[src/rtl/reg_read_pkg.sv]
// reg_read_pkg: shared constants and types for the register read responder.
//   DW_DEFAULT    - default register entry width
//   AW_DEFAULT    - default address width
//   DEPTH_DEFAULT - default number of implemented entries
//   rd_state_t    - responder FSM state (IDLE: nothing held, RESP: response held)
package reg_read_pkg;

  localparam int DW_DEFAULT    = 8;
  localparam int AW_DEFAULT    = 3;
  localparam int DEPTH_DEFAULT = 6;

  typedef enum logic {
    IDLE = 1'b0,
    RESP = 1'b1
  } rd_state_t;

endpackage

[src/rtl/rd_rsp_buf.sv]
// rd_rsp_buf: single-entry holding register for a read response.
// Ports:
//   clk, rst             - clock, asynchronous active-high reset
//   load                 - capture load_data/load_err and mark the entry valid
//   consume              - entry handed off this cycle; clears valid unless
//                          a new load arrives in the same cycle
//   load_data, load_err  - response payload to capture
//   rsp_valid            - entry holds a response
//   rsp_data, rsp_err    - held payload; only changes on load, so it stays
//                          stable while the consumer stalls
module rd_rsp_buf #(
  parameter int DW = 8
) (
  input  logic          clk,
  input  logic          rst,
  input  logic          load,
  input  logic          consume,
  input  logic [DW-1:0] load_data,
  input  logic          load_err,
  output logic          rsp_valid,
  output logic [DW-1:0] rsp_data,
  output logic          rsp_err
);

  logic          valid_q, valid_d;
  logic [DW-1:0] data_q, data_d;
  logic          err_q, err_d;

  always_comb begin
    valid_d = valid_q;
    data_d  = data_q;
    err_d   = err_q;
    if (load) begin
      valid_d = 1'b1;
      data_d  = load_data;
      err_d   = load_err;
    end else if (consume) begin
      valid_d = 1'b0;
    end
  end

  always_ff @(posedge clk or posedge rst) begin
    if (rst) begin
      valid_q <= 1'b0;
      data_q  <= '0;
      err_q   <= 1'b0;
    end else begin
      valid_q <= valid_d;
      data_q  <= data_d;
      err_q   <= err_d;
    end
  end

  assign rsp_valid = valid_q;
  assign rsp_data  = data_q;
  assign rsp_err   = err_q;

endmodule

[src/rtl/reg_read_responder.sv]
// reg_read_responder: small register bank with a valid/ready read port.
// Ports:
//   clk, rst                  - clock, asynchronous active-high reset
//   we, waddr, wdata          - bank write port (writes to unmapped addresses dropped)
//   rd_req_valid/ready, rd_addr - read request handshake
//   rd_rsp_valid/ready        - read response handshake
//   rd_rsp_data, rd_rsp_err   - response payload; err flags an unmapped address
//   rd_count                  - completed responses, modulo 256
// A request accepted at an edge produces a response the next cycle. While a
// response is held, a new request is only accepted in the same cycle the held
// one is consumed, giving one response per cycle under continuous ready.
module reg_read_responder
  import reg_read_pkg::*;
#(
  parameter int DW    = DW_DEFAULT,
  parameter int AW    = AW_DEFAULT,
  parameter int DEPTH = DEPTH_DEFAULT
) (
  input  logic          clk,
  input  logic          rst,
  input  logic          we,
  input  logic [AW-1:0] waddr,
  input  logic [DW-1:0] wdata,
  input  logic          rd_req_valid,
  output logic          rd_req_ready,
  input  logic [AW-1:0] rd_addr,
  output logic          rd_rsp_valid,
  input  logic          rd_rsp_ready,
  output logic [DW-1:0] rd_rsp_data,
  output logic          rd_rsp_err,
  output logic [7:0]    rd_count
);

  rd_state_t     state_q, state_d;
  logic [DW-1:0] bank_q [DEPTH];
  logic [DW-1:0] bank_d [DEPTH];
  logic [7:0]    rd_count_q, rd_count_d;

  logic          accept;
  logic          consume;
  logic          rd_mapped;
  logic [DW-1:0] rd_entry;
  logic [DW-1:0] load_data;

  // Bank write decode.
  always_comb begin
    for (int i = 0; i < DEPTH; i++) begin
      bank_d[i] = bank_q[i];
      if (we && (32'(waddr) == 32'(i))) begin
        bank_d[i] = wdata;
      end
    end
  end

  always_ff @(posedge clk or posedge rst) begin
    if (rst) begin
      for (int i = 0; i < DEPTH; i++) begin
        bank_q[i] <= '0;
      end
    end else begin
      for (int i = 0; i < DEPTH; i++) begin
        bank_q[i] <= bank_d[i];
      end
    end
  end

  // Handshake: state resets asynchronously to IDLE, so ready reads 1 in reset.
  assign rd_req_ready = (state_q == IDLE) || rd_rsp_ready;
  assign accept       = rd_req_valid && rd_req_ready;
  assign consume      = rd_rsp_valid && rd_rsp_ready;

  // Read mux with same-edge write forwarding; unmapped addresses return 0.
  assign rd_mapped = (32'(rd_addr) < 32'(DEPTH));

  always_comb begin
    rd_entry = '0;
    for (int i = 0; i < DEPTH; i++) begin
      if (32'(rd_addr) == 32'(i)) begin
        rd_entry = bank_q[i];
      end
    end
  end

  always_comb begin
    load_data = '0;
    if (rd_mapped) begin
      load_data = (we && (waddr == rd_addr)) ? wdata : rd_entry;
    end
  end

  // FSM next state.
  always_comb begin
    state_d = state_q;
    case (state_q)
      IDLE: if (accept) state_d = RESP;
      RESP: if (rd_rsp_ready) state_d = accept ? RESP : IDLE;
      default: state_d = IDLE;
    endcase
  end

  always_ff @(posedge clk or posedge rst) begin
    if (rst) begin
      state_q <= IDLE;
    end else begin
      state_q <= state_d;
    end
  end

  // Completed-response counter, wraps naturally at 8 bits.
  assign rd_count_d = rd_count_q + (consume ? 8'd1 : 8'd0);

  always_ff @(posedge clk or posedge rst) begin
    if (rst) begin
      rd_count_q <= 8'd0;
    end else begin
      rd_count_q <= rd_count_d;
    end
  end

  assign rd_count = rd_count_q;

  rd_rsp_buf #(
    .DW(DW)
  ) u_rsp_buf (
    .clk       (clk),
    .rst       (rst),
    .load      (accept),
    .consume   (consume),
    .load_data (load_data),
    .load_err  (!rd_mapped),
    .rsp_valid (rd_rsp_valid),
    .rsp_data  (rd_rsp_data),
    .rsp_err   (rd_rsp_err)
  );

endmodule

[config.mk]
export PLATFORM = sky130hd
export DESIGN_NAME = reg_read_responder
export DESIGN_NICKNAME = d
export VERILOG_FILES = /design/src/rtl/reg_read_pkg.sv /design/src/rtl/rd_rsp_buf.sv /design/src/rtl/reg_read_responder.sv
export SDC_FILE = /design/constraint.sdc
export NUM_CORES = 1
export LEC_CHECK = 0
export CORE_AREA = 4 4 111 113
export CTS_BUF_LIST = sky130_fd_sc_hd__clkbuf_8
export DETAILED_ROUTE_END_ITERATION = 7
export DIE_AREA = 0 0 115 117
export GPL_TIMING_DRIVEN = 0
export HOLD_SLACK_MARGIN = 0.15
export SETUP_SLACK_MARGIN = 0.4
export SYNTH_ARGS = -nofsm -noshare
export SYNTH_HDL_FRONTEND = slang
export SYNTH_SLANG_ARGS = --single-unit
[constraint.sdc]
create_clock -name clk -period 2.3 [get_ports clk]
set_clock_uncertainty 0.15 [all_clocks]
set_input_delay 0.345 -clock clk [delete_from_list [all_inputs] [get_ports clk]]
set_output_delay 0.345 -clock clk [all_outputs]
set_load 0.01 [all_outputs]
==> results of run 1 <==
-- timing repair --
item	in CTS	in global routing
hold buffers	0	0
gates resized for setup	3	4
pin swaps	0	1
endpoints found under the setup margin	19	19
buffers inserted	4	1
-- power groups by stage --
stage / clock network (mW) / registers [mW] / logic, mW
detailed placement: 0 / 1.63 / 0.741
global placement: 0 / 1.62 / 0.722
finish: 1.08 / 1.60 / 0.742
CTS: 1.10 / 1.61 / 0.750
global route: 1.15 / 1.64 / 0.820
floorplan: 0 / 1.62 / 0.427
-- stage by stage --
step                std cells  util (%)
finish                    458      35.9
global route              458      35.9
detailed placement        438      33.3
floorplan                 261         -
CTS                       457      35.6
global placement          437      33.1
-- sequential cells by signal (all words and copies together), names as in the netlist --
| signal | cells |
|---|---|
| u_rsp_buf.rsp_data | 8 |
| rd_count | 8 |
| bank_q | 48 |
| u_rsp_buf.rsp_err | 1 |
| u_rsp_buf.rsp_valid | 1 |
| state_q | 1 |
-- routing by layer --
metal  GRT usage (%)  share of wire [%]  up-vias
li1                -                  -     1039
met5               0                  0        -
met2            19.3                 47       59
met1            16.1                 47     1166
met3            3.44                5.2        4
met4            3.91               0.81        0
-- worst paths after layout --
kind | from | to | slack, ns | cells past startpoint
worst max-delay path | u_rsp_buf.rsp_data[7] | rd_rsp_data[7] | 0.48 | 1
worst min-delay path | rd_addr[2] | u_rsp_buf.rsp_err | 0.28 | 3
worst max register to register | u_rsp_buf.rsp_valid | rd_count[7] | 0.64 | 6
worst min register to register | rd_count[7] | rd_count[7] | 0.33 | 1
max in group asynchronous | rst | bank_q[35] | 1.02 | 3
min in group asynchronous | rst | rd_count[0] | 0.37 | 2
-- cells by family (layout without fill, tap and decap cells) --
group           count (synthesis)  count (layout)
flops                          67              67
xor+xnor                        9               9
simple gates                   54              54
fa+ha+maj                       2               2
compound gates                 44              44
buf+inv                        22              76
mux                            63              63
-- cell type report --
cell class | count | area share (%)
buffer | 13 | 1.94
clock buffer | 10 | 3.39
clock inverter | 5 | 1.91
inverter | 9 | 0.924
multi-input combinational | 172 | 36.1
sequential | 67 | 41.3
tap | 143 | 4.40
timing repair buffer | 39 | 10.1
-- layout by cell type (no fill, tap or decap), types with 3 or more instances in the layout --
| cell | instances |
|---|---|
| a211oi_1 | 6 |
| a21oi_1 | 6 |
| xnor2_1 | 7 |
| nand2_1 | 14 |
| clkbuf_8 | 10 |
| buf_12 | 3 |
| mux2i_1 | 7 |
| and3_1 | 4 |
| o21ai_0 | 16 |
| clkdlybuf4s50_1 | 32 |
| a32oi_1 | 7 |
| buf_2 | 5 |
| buf_4 | 9 |
| mux2_2 | 55 |
| nand2b_1 | 9 |
| dfrtp_1 | 67 |
| nand3_1 | 3 |
| inv_1 | 8 |
| nor2_1 | 7 |
| o2bb2ai_1 | 7 |
==> summary.txt, run 1 <==
Outcome
  – Status: complete, no violations

Layout
  – FF/Latch Area: approximately 1700 um^2
  – Layout cells sized above 1: roughly a third
  – Final Net Count: ~330
  – Post-Layout Inst Area: ~4100 um^2
  – Area Growth Syn to Fin: 25.5%
  – Multi-input gate area in the final layout: between 1000 and 1500 um^2
  – # fillers: about 1100
  – Ant diodes: 0

STA
  – Final Max Slew Viols: 0
  – Max_slew headroom: approximately 44%
  – Final hold violation count: 0
  – FMAX: between 500 and 600 MHz
  – RSZ-0062 raised after global routing: false
  – Fin crit period: 1.82 ns
  – WHS: about 0.28 ns
  – Worst-Margin Slew: between 0.8 and 0.9 ns
  – Fin crit share: 79.0%
  – Post-route setup slack: 0.484 ns
  – Endpoints failing setup: 0
  – Setup TNS Final: 0 ns

Global routing
  – Global-route wire length before repair: between 10000 and 15000 um
  – Initial antenna violation count: 0
  – Total congestion overflow: 0
  – Vias in the first global route: around 2400
  – Largest net degree at the start of global routing: 38
  – Total GRT Usage: between 10% and 20%

Route
  – Vias per inst: between 4 and 5
  – Final wirelength: 7560 um
  – DRC violations left: 0
  – 1st-iter DRT viols: between 150 and 200
  – Pre-antenna DRT Iters: 5
  – Antenna Nets Post-Route: 0
  – Drt wl/cell: ~17 um
  – Vias: about 2300

Logic synthesis
  – Synth Area in XOR/XNOR: 2.43%
  – Yosys cell types: 37
  – Ys flop type: dfrtp_1
  – Simple-gate share of the synthesized area: a little over a tenth
  – Most common cell in the synthesized netlist: dfrtp_1
  – Cells after synthesis: ~260
  – Post-synth top area cell: dfrtp_1
  – Mux share of post-synthesis cell area: between 20% and 30%
  – Mapped Nets: ~280
  – Synth Area per Inst: 12.4 um^2
  – Ys Warns: 0
  – Top cells by count, synth: dfrtp_1, mux2_2, o21ai_0
  – Yosys top cell area share: 51.8%
  – Main area contributors after synthesis: dfrtp_1, mux2_2, o21ai_0
  – Register area share after synthesis: just over 50%
  – Combinational family with the most area after synthesis: multiplexers
  – Mapped cell area: 3240 um^2
  – Post-Synth Adder-Cell Area: less than 1%
  – Asr flop ratio synth: 100%
  – Synth Area in Compound Gates: about 9.0%
  – Post-synth EDFFs: 0
  – Synth Register Bits: 67

Worst setup path
  – Crit path DAT: 1.32 ns
  – CP delay by family, top: buffers and inverters
  – Slowest stage delay, CP: between 0.5 and 0.6 ns
  – CP Cell Sequence: clkdlybuf4s50_1
  – CP Buf/Inv Count: 1
  – CP max-delay cell: clkdlybuf4s50_1
  – WS Path Type: reg -> out
  – Worst Setup Start Kind: flip-flop
  – Crit path capture type: primary output
  – CP max FO: 3
  – Required time of the critical path: roughly 1.8 ns

Clocking
  – # H-tree levels: 3
  – CTS root buf: clkbuf_8
  – CTS clk-pin slew, worst paths: ~0.070 ns
  – Cts bufs inserted: 9
  – CTS sink cnt: 67
  – CTS tree: yes
  – Worst-skew pair later-pin latency: approximately 0.34 ns
  – Longest Clk Path Bufs: 2

Placement
  – Final HPWL DP: approximately 5000 um
  – GPL Wtd Cong: between 0.7 and 0.8
  – DP Worst Slack: -0.0212 ns
  – Cell Area, Placed: roughly 3800 um^2
  – PortBufs: 33

Floorplan
  – Chip height: around 120 um
  – I/O Pins: 38
  – Starting density of the core: 28.6%
  – DIE AREA: approximately 13000 um^2
  – Core area: about 11000 um^2
  – Die W: roughly 120 um
  – # rows: 39

Pwr
  – Sequential power share: a little under half
  – Clock power share: approximately a third
  – Static Leak: roughly 1.7 nW
  – NetSw: ~0.9 mW
  – Pwr Density: 842 nW/um^2
  – Worst vdd ir: 0.000371 V
  – Comb pwr share: 21.7%
  – P_int: approximately 2.5 mW
  – Sw frac: a little over a quarter
  – Final Total Pwr: about 3.4 mW

Min path
  – Worst min path class: in -> reg

Job
  – Max cap viols: 0
Note: power is estimated with default switching activity, not from simulation.
==> inputs of run 2 (changes only) <==
==> constraint.sdc (replaced) <==
create_clock -name clk -period 1.8 [get_ports clk]
set_clock_uncertainty 0.15 [all_clocks]
set_input_delay 0.27 -clock clk [delete_from_list [all_inputs] [get_ports clk]]
set_output_delay 0.27 -clock clk [all_outputs]
set_load 0.01 [all_outputs]
==> summary.txt, run 2 (same netlist as run 1, synthesis figures left out) <==
Worst setup path
  – Worst Setup Start Kind: flip-flop
  – Crit path capture type: flip-flop
  – Slowest stage delay, CP: 0.35 ns (-0.22 ns)
  – WS Path Type: reg -> reg
  – Required time of the critical path: 1.88 ns (+0.08 ns)
  – Crit path DAT: 1.58 ns (+0.26 ns)
  – CP Cell Sequence: and2_4 > ha_4 > and3_4 > nand3_4 > or2_4 > xnor2_1
  – CP Buf/Inv Count: 0 (-1)
  – CP max-delay cell: dfrtp_1
  – CP max FO: 3 (unchanged)
  – CP delay by family, top: simple AND/OR/NAND/NOR gates

Route
  – DRC violations left: 0 (unchanged)
  – Pre-antenna DRT Iters: 4 (-1)
  – Final wirelength: 8410 um (+11%)
  – 1st-iter DRT viols: 161 (-19%)
  – Vias: 2351 (+3.7%)
  – Antenna Nets Post-Route: 0 (unchanged)
  – Drt wl/cell: 17.6 um (+6.8%)
  – Vias per inst: 4.93 (-0.47%)

Clocking
  – Cts bufs inserted: 9 (unchanged)
  – CTS clk-pin slew, worst paths: 0.08 ns (about the same)
  – Longest Clk Path Bufs: 2 (unchanged)
  – # H-tree levels: 3 (unchanged)
  – CTS tree: yes
  – Worst-skew pair later-pin latency: 0.34 ns (about the same)
  – CTS root buf: clkbuf_8
  – CTS sink cnt: 67 (unchanged)

Outcome
  – Status: complete, no violations

Global routing
  – Total GRT Usage: 13.2% (+1.1 points)
  – Initial antenna violation count: 0 (unchanged)
  – Largest net degree at the start of global routing: 41 (+7.9%)
  – Vias in the first global route: 2443 (+1.5%)
  – Total congestion overflow: 0 (unchanged)
  – Global-route wire length before repair: 13600 um (+9.0%)

Layout
  – Ant diodes: 0 (unchanged)
  – Most flops, register: bank_q
  – Multi-input gate area in the final layout: 1610 um^2 (+10%)
  – Final Net Count: 350 (+5.4%)
  – Layout cells sized above 1: 45.8% (+14 points)
  – # fillers: 1088 (-4.6%)
  – Area Growth Syn to Fin: 33.8%
  – FF/Latch Area: 1680 um^2 (about the same)
  – Most frequent cells in the layout: dfrtp_1, mux2_2, buf_4
  – Final Core Density: 38.3% (+2.4 points)
  – Max FFs per register: 48 (unchanged)
  – Commonest non-fill, non-tap cell in the layout: dfrtp_1

Placement
  – GPL Wtd Cong: 0.778 (+0.78%)
  – Final HPWL DP: 5200 um (+3.8%)
  – DP Worst Slack: -0.562 ns (-0.541 ns)
  – PortBufs: 33 (unchanged)

Min path
  – Worst min path class: in -> async

STA
  – Worst-Margin Slew: 0.666 ns (-0.176 ns)
  – WHS: 0.226 ns (-0.0512 ns)
  – Setup TNS Final: 0 ns (unchanged)
  – Post-route setup slack: 0.305 ns (-0.179 ns)
  – Final hold violation count: 0 (unchanged)
  – Final Max Slew Viols: 0 (unchanged)
  – RSZ-0062 raised after global routing: true
  – Fin crit share: 83.1%
  – Endpoints failing setup: 0 (unchanged)
  – FMAX: ~670 MHz
  – Max_slew headroom: 55.5% (+12 points)
  – Fin crit period: 1.50 ns

Pwr
  – Worst vdd ir: 0.000594 V (+60%)
  – Pwr Density: 1040 nW/um^2 (+24%)
  – Static Leak: 1.89 nW (+11%)

Floorplan
  – DIE AREA: 13500 um^2 (unchanged)
  – Starting density of the core: 28.6% (unchanged)
  – Core area: 11300 um^2 (unchanged)
  – I/O Pins: 38 (unchanged)
  – Chip height: 117 um (unchanged)
  – # rows: 39 (unchanged)
  – Die W: 115 um (unchanged)

Job
  – Max cap viols: 0 (unchanged)
run 2: power breakdown:
part / switching, mW / internal (mW) / total (mW)
Combinational: 0.512 / 0.643 / 1.15
Sequential: 0.181 / 1.84 / 2.02
Clock: 0.581 / 0.765 / 1.35
Total: 1.27 / 3.25 / 4.52
run 2: area by class of cell:
type,count,share of cell area [%]
buffer,13,3.15
clock buffer,9,2.86
clock inverter,7,1.93
inverter,9,0.866
multi-input combinational,172,37.2
sequential,67,38.7
tap,143,4.13
timing repair buffer,57,11.2
run 2: path summary, 6_finish.rpt:
kind,from,endpoint,slack [ns],cells after the start
max reg2reg,u_rsp_buf.rsp_valid,rd_count[7],0.30,6
min in group clk,rd_rsp_ready,state_q,0.28,3
min reg2reg,rd_count[7],rd_count[7],0.31,1
max,u_rsp_buf.rsp_valid,rd_count[7],0.30,6
max in group asynchronous,rst,rd_count[1],0.65,3
min,rst,u_rsp_buf.rsp_err,0.23,2
run 2: per-stage QoR:
stage | instances | area, um^2 | power, mW
after floorplan | 261 | 3320 | 2.66
after global placement | 437 | 3830 | 3.04
after detailed placement | 438 | 3850 | 3.08
after CTS | 475 | 4340 | 4.54
after global routing | 477 | 4330 | 4.77
final | 477 | 4330 | 4.52
run 2: per-layer routing:
layer,up-vias,global-route usage (%),share of wire (%)
li1,1079,-,-
met1,1196,18.5,47
met2,65,20.7,47
met3,11,2.16,5.0
met4,0,4.85,1.2
met5,-,0,0
run 2: timing repair:
| item | 4_1_cts | 5_1_grt |
|---|---|---|
| pin swaps | 6 | 6 |
| endpoints found under the setup margin | 81 | 63 |
| hold buffers | 2 | 0 |
| hold endpoints to repair | 2 | 0 |
| setup buffers | 19 | 2 |
| resized for setup | 77 | 34 |
